File: src/rtl/piso_pkg.sv
// Shared types and sizing helpers for the PISO serializer.
// Optional feature macro: PISO_PARITY_EN (appends one even-parity bit per frame).
package piso_pkg;

    typedef enum logic {
        IDLE  = 1'b0,
        SHIFT = 1'b1
    } state_t;

`ifdef PISO_PARITY_EN
    localparam int PARITY_BITS = 1;
`else
    localparam int PARITY_BITS = 0;
`endif

    // Bits per frame: data bits plus optional parity bit.
    function automatic int FRAME_LEN(input int width, input int parity);
        return width + parity;
    endfunction

    // Width of a counter that spans 0..frame-1 (at least one bit).
    function automatic int CNT_W(input int frame);
        return (frame < 2) ? 1 : $clog2(frame);
    endfunction

endpackage

File: src/rtl/piso_bit_counter.sv
// Modulo-FRAME bit counter. Counts the bit position inside the frame being
// shifted; wraps to zero after FRAME-1 so a reload starts the next frame at 0.
module piso_bit_counter #(
    parameter int FRAME = 8,
    parameter int CW    = 3
) (
    input  logic clock,
    input  logic rst,
    input  logic i_clr,
    input  logic i_en,
    output logic o_tc
);

    localparam logic [CW-1:0] LAST = CW'(FRAME - 1);

    logic [CW-1:0] r_count;

    // Position counter: clear dominates, otherwise step and wrap at LAST.
    always_ff @(posedge clock or negedge rst) begin
        if (!rst) begin
            r_count <= '0;
        end else if (i_clr) begin
            r_count <= '0;
        end else if (i_en) begin
            r_count <= (r_count == LAST) ? '0 : r_count + 1'b1;
        end
    end

    assign o_tc = (r_count == LAST);

endmodule

File: src/rtl/piso_serializer.sv
// Parallel-in / serial-out stage feeding the downstream siso shift line.
// A one-word holding register lets consecutive words stream with no idle bit.
// Optional feature macro: PISO_PARITY_EN (even parity bit after the data bits).
module piso_serializer
    import piso_pkg::*;
#(
    parameter int WIDTH     = 8,
    parameter bit MSB_FIRST = 1'b1
) (
    input  logic             clock,
    input  logic             rst,
    input  logic [WIDTH-1:0] din,
    input  logic             din_valid,
    output logic             din_ready,
    output logic             so,
    output logic             so_valid,
    output logic             busy
);

    localparam int FRAME = FRAME_LEN(WIDTH, PARITY_BITS);
    localparam int CW    = CNT_W(FRAME);

    state_t           r_state;
    logic [WIDTH-1:0] r_hold;
    logic             r_hold_full;
    logic [FRAME-1:0] r_shift;

    logic             w_accept;
    logic             w_tc;
    logic             w_load;
    logic [FRAME-1:0] w_frame;
    logic [FRAME-1:0] w_shifted;
    logic             w_out_bit;

    // din_ready depends only on the hold flag, so there is no path from din_valid.
    assign w_accept = din_valid && !r_hold_full;

    // Hold moves into the shifter when starting from IDLE or at the end of a frame.
    assign w_load = r_hold_full && ((r_state == IDLE) || w_tc);

    // Frame image as loaded into the shifter; the first bit sits at the output end.
    generate
`ifdef PISO_PARITY_EN
        logic w_par;
        assign w_par = ^r_hold;
        if (MSB_FIRST) begin : g_frame_msb
            assign w_frame = {r_hold, w_par};
        end else begin : g_frame_lsb
            assign w_frame = {w_par, r_hold};
        end
`else
        assign w_frame = r_hold;
`endif
        if (MSB_FIRST) begin : g_dir_msb
            assign w_shifted = {r_shift[FRAME-2:0], 1'b0};
            assign w_out_bit = r_shift[FRAME-1];
        end else begin : g_dir_lsb
            assign w_shifted = {1'b0, r_shift[FRAME-1:1]};
            assign w_out_bit = r_shift[0];
        end
    endgenerate

    piso_bit_counter #(
        .FRAME (FRAME),
        .CW    (CW)
    ) u_cnt (
        .clock (clock),
        .rst   (rst),
        .i_clr (r_state == IDLE),
        .i_en  (r_state == SHIFT),
        .o_tc  (w_tc)
    );

    // Holding register: accept a word when empty, free it on the load edge.
    always_ff @(posedge clock or negedge rst) begin
        if (!rst) begin
            r_hold      <= '0;
            r_hold_full <= 1'b0;
        end else if (w_accept) begin
            r_hold      <= din;
            r_hold_full <= 1'b1;
        end else if (w_load) begin
            r_hold_full <= 1'b0;
        end
    end

    // Frame FSM and shifter: load, shift one bit per clock, reload or go idle at terminal count.
    always_ff @(posedge clock or negedge rst) begin
        if (!rst) begin
            r_state <= IDLE;
            r_shift <= '0;
        end else begin
            case (r_state)
                IDLE: begin
                    if (r_hold_full) begin
                        r_shift <= w_frame;
                        r_state <= SHIFT;
                    end
                end
                SHIFT: begin
                    if (w_tc) begin
                        if (r_hold_full) begin
                            r_shift <= w_frame;
                        end else begin
                            r_shift <= '0;
                            r_state <= IDLE;
                        end
                    end else begin
                        r_shift <= w_shifted;
                    end
                end
                default: begin
                    r_shift <= '0;
                    r_state <= IDLE;
                end
            endcase
        end
    end

    assign din_ready = !r_hold_full;
    assign so_valid  = (r_state == SHIFT);
    assign so        = (r_state == SHIFT) && w_out_bit;
    assign busy      = (r_state == SHIFT) || r_hold_full;

endmodule

File: config.mk
export PLATFORM = sky130hd
export DESIGN_NAME = piso_serializer
export DESIGN_NICKNAME = d
export VERILOG_FILES = /design/src/rtl/piso_pkg.sv /design/src/rtl/piso_bit_counter.sv /design/src/rtl/piso_serializer.sv
export SDC_FILE = /design/constraint.sdc
export NUM_CORES = 1
export LEC_CHECK = 0
export CORE_ASPECT_RATIO = 0.7
export CORE_MARGIN = 2
export CORE_UTILIZATION = 56
export CTS_CLUSTER_SIZE = 16
export DETAILED_ROUTE_END_ITERATION = 6
export PLACE_DENSITY = 0.82
export SYNTH_ARGS = -nofsm -noshare
export SYNTH_HDL_FRONTEND = slang
export SYNTH_HIERARCHICAL = 1
export SYNTH_SLANG_ARGS = --single-unit
File: constraint.sdc
create_clock -name clock -period 4.29 [get_ports clock]
set_input_delay 0.429 -clock clock [delete_from_list [all_inputs] [get_ports clock]]
set_output_delay 0.429 -clock clock [all_outputs]
set_load 0.1 [all_outputs]
-- Word level (Yosys, flattened, before mapping)
Index checks and enable logic that the tools add are counted.
- register bits after elaboration: 21
- bits of input ports: 11
- output and inout bits: 4
- logic and storage cells: 27
- add/subtract/negate cells: 1
- equal/unequal tests: 2
- mux-type cells: 11
- bitwise gates (word level): 1
- reduce and logical (&&, ||, !) cells: 7
- operators with widths (kind ; count):
    8-bit 2-to-1 mux ; 3
    8-bit case mux with 2 select lines ; 1
    3-bit 2-to-1 mux ; 2
    1-bit 2-to-1 mux ; 4
    3-bit by 1-bit adder with 3-bit output, second input constant ; 1
    3-bit equality test, second input constant ; 1
    1-bit logical AND ; 3
    1-bit logical OR ; 2
    2-bit != test, second input constant ; 1
    1-bit case mux with 2 select lines ; 1
    2-bit nonzero test ; 1
    1-bit logical NOT ; 1
    1-bit NOT ; 1

-- Depth between registers and ports, before layout
- depth in word-level cells: 5
- mapped depth: 6
- depth with buffers taken out: 4

-- By module
The synthesis kept the hierarchy.
- by module, submodules not included (module ; instances ; cells an instance ; area an instance (µm²)):
    piso_serializer ; 1 ; 71 ; 885.8
    piso_bit_counter ; 1 ; 13 ; 155.1

-- Worst setup path after synthesis
OpenSTA, ideal clock, no wires.
- path kind: register to output
- start point: register r_state (netlist: so_valid)
- end point: output busy
- arrival: 2.119 ns
- data required time: 3.861 ns
- setup slack: 1.742 ns
- stages on the path, launching flop included: 4
- buffers on the path: 1
- cell sequence: dfrtp_1 clkbuf_1 inv_1 nand2_1
- word-level cells in the longest chain between the ends: 1
- ends and longest elaborated chain (what ; line ; source):
    from (decl) ; piso_serializer.sv:23 ; state_t r_state;
    from (signal assigned) ; piso_serializer.sv:90 ; r_state <= IDLE;
    from (signal assigned) ; piso_serializer.sv:97 ; r_state <= SHIFT;
    from (signal assigned) ; piso_serializer.sv:106 ; r_state <= IDLE;
    1-bit logical OR ; piso_serializer.sv:123 ; assign busy = (r_state == SHIFT) || r_hold_full;
    to (decl) ; piso_serializer.sv:17 ; output logic busy
No other way between the ends.

-- Worst setup path in the final report
- start point: register r_hold_full
- end point: output busy
- word-level cells in the longest chain between the ends: 1
- ends and longest elaborated chain (what ; line ; source):
    from (decl) ; piso_serializer.sv:25 ; logic r_hold_full;
    from (signal assigned) ; piso_serializer.sv:78 ; r_hold_full <= 1'b0;
    from (signal assigned) ; piso_serializer.sv:81 ; r_hold_full <= 1'b1;
    from (signal assigned) ; piso_serializer.sv:83 ; r_hold_full <= 1'b0;
    1-bit logical OR ; piso_serializer.sv:123 ;
No other way between the ends.

==> flow_summary.json <==
{
  "ys_async_sr_fraction_pct": 100,
  "tns_ps": 0,
  "hold_violations": 0,
  "ys_ff_latch": 21,
  "coreArea_mm2": 0.00167,
  "p_leak_nw": 0.558,
  "use_met1_pct": 24.2,
  "drcViolationCount": 0,
  "min_to": "u_cnt/r_count[1]",
  "post-cts-setup-buffers": 0,
  "netlist_area_mm2": 0.00104,
  "drtIter0Drc": 8,
  "p_per_area_mw_per_mm2": 728,
  "die_x_um": 55.5,
  "critical_path.cell_chain": "inv_1 -> nand2_1 -> clkdlybuf4s50_1",
  "yosys_warnings": 6,
  "min_period_ps": 3010,
  "p_total_w": 0.000859,
  "syn_area_per_cell_um2": 12.4,
  "n_antenna_cell": 0,
  "fin_hold_ws_ps": 526,
  "clk_pin_slew_worst_paths_ps": 110,
  "hold_depth": 1,
  "rr_endpoint": "r_shift[1]",
  "path_class": "reg2out",
  "ant_nets": 0,
  "numCtsBuffers": 3,
  "dpl.hpwl_um": 1200,
  "die_height_um": 40.1,
  "fmax_mhz": 332,
  "slowest_stage": "clkdlybuf4s50_1",
  "post-route-period-util_pct": 70.1,
  "clockBufferDepth": 2,
  "grt_start_max_net_pins": 22,
  "reg2reg_slack_ps": 2610,
  "routabilityCongestion": 0.720,
  "nFillCells": 118,
  "dr.pass1.iters": 4,
  "cap_violations": 0,
  "cp_max_fo": 18,
  "routed_via_density": 5.68,
  "max_slew_margin_pct": 35.2,
  "start_util_pct": 62.5,
  "rr_startpoint": "u_cnt/r_count[0]",
  "critPathCaptureType": "output pin",
  "clock-sinks": 21,
  "vias": 664,
  "die-area_mm2": 0.00223,
  "area.growth.synth_to_final_pct": 13.3,
  "required_ps": 3860,
  "wl_per_cell_um": 14.6,
  "top_usage_layer": "met2",
  "slew_violations": 0,
  "io_buffers": 14,
  "insertion_delay_ps": 300,
  "status": "completed",
  "grt_pass1_vias": 604,
  "yosys.cell_types.count": 22,
  "hp-class": "reg2reg",
  "fin_worst_skew_ps": 7.28,
  "rr_worst_depth": 4,
  "synth_edf_count": 0,
  "setup_viol": 0,
  "ys_seq_area_share_pct": 50.5,
  "grt-ovfl-total": 0,
  "rsz0062_at_grt": "no",
  "cts_root_buffer": "clkbuf_4",
  "htreeDepth": 1,
  "gr-usage-met2_pct": 30.1,
  "min_from": "u_cnt/r_count[1]",
  "synth_flop_cell": "dfrtp_1",
  "antenna_found_initial": 0,
  "grt_usage_pct": 18.4,
  "slowest_delay_ps": 1130,
  "ir_drop_mv": 0.485,
  "io-pin-count": 15,
  "cts_hold_buffers": 0,
  "cts_tree": "built",
  "cp-start-kind": "flop",
  "cp.arrival_ps": 2580,
  "post_cts_resized": 0,
  "max_slew.worst_pin.slew_ps": 969,
  "postRouteWirelength_um": 1710,
  "synth_area_leaders": "dfrtp_1 (50%), mux2_4 (12%), mux2i_1 (8.7%)",
  "synth.largest_area_cell": "dfrtp_1",
  "synthCells": 84,
  "drive_gt1_share_pct": 13.5,
  "layout.nets": 110,
  "grt_pass1_wl_um": 2960,
  "use_met3_pct": 6.77,
  "synth_top_area_share_pct": 50.5,
  "num_rows": 12,
  "syn-num-nets": 97
}
cell usage after synthesis, types with 2 or more instances:
library cell  instances
o221ai_1              7
mux2_4                8
ha_1                  2
nand3_1               8
dfrtp_1              21
mux2i_1               9
inv_1                 9
buf_2                 2
nand2_1               2
nand2b_1              2
nor2_1                3
final cells by class:
class                           count  area [um2]  share of cell area (%)
Clock buffer                        4        26.3                    2.23
Inverter                            9        33.8                    2.86
Multi-Input combinational cell     48         428                    36.3
Sequential cell                    21         526                    44.5
Tap cell                           21        26.3                    2.23
Timing Repair Buffer               14         140                    11.9
layer usage:
layer  up-vias  share of wire, %
met5         -                 0
met4         0              0.47
met3         2               4.7
met2        12                44
met1       330                50
li1        320                 -
flip-flops by register name, indices dropped and copies added, names as in the netlist:
register and count:
r_hold 8, r_shift 8, u_cnt/r_count 3, r_hold_full 1, so_valid 1
report_power, final:
part	internal (W)	leakage (nW)	switching (W)	total (W)
Combinational	0.000186	0.286	0.000198	0.000385
Sequential	0.000285	0.256	0.0000976	0.000382
Clock	0.0000362	0.0150	0.0000557	0.0000919
layout by cell type (no fill, tap or decap):
cell | synthesis | routed
nand2b_1 | 2 | 2
clkbuf_1 | 1 | 1
clkbuf_4 | 0 | 3
a21oi_2 | 1 | 1
or3b_1 | 1 | 1
clkdlybuf4s50_1 | 0 | 14
o21ai_0 | 1 | 1
o21bai_1 | 1 | 1
and2_1 | 1 | 1
o221ai_1 | 7 | 7
nand2_1 | 2 | 2
mux2_4 | 8 | 8
ha_1 | 2 | 2
nor2_1 | 3 | 3
dfrtp_1 | 21 | 21
a32o_1 | 1 | 1
nand3_1 | 8 | 8
nor2b_4 | 1 | 1
inv_1 | 9 | 9
mux2i_1 | 9 | 9
cell families after synthesis:
kind of cell / synth area share [%]
multiplexers: 20.2
flip-flops: 50.5
buffers and inverters: 8.41
AO/OA/AOI/OAI: 8.89
adder cells (fa/ha/maj): 2.40
AND/OR/NAND/NOR: 9.62
stage by stage:
stage | cell area (um2) | std cells | utilization, % | setup WS [ps]
after floorplan | 1040 | 84 | - | 1740
after global placement | 1150 | 113 | 69.2 | 1670
after detailed placement | 1150 | 113 | 69.2 | 1620
after CTS | 1180 | 117 | 70.8 | 1260
after global routing | 1180 | 117 | 70.8 | 1140
final | 1180 | 117 | 70.8 | 1280
critical path: cells and delay by family, from the launching register on:
| family | cells | cell delay, ps |
|---|---|---|
| buf+inv | 2 | 1330 |
| flops | 1 | 830 |
| simple gates | 1 | 110 |
worst max-delay path by stage:
stage / startpoint / to / cells past startpoint
6_report: r_hold_full / busy / 3
2_1_floorplan: so_valid / busy / 3
3_3_place_gp: r_hold_full / busy / 3
3_5_place_dp: r_hold_full / busy / 3
4_1_cts: r_hold_full / busy / 3
5_1_grt: r_hold_full / busy / 3
No activity file was read; power rests on OpenSTA's default activity.
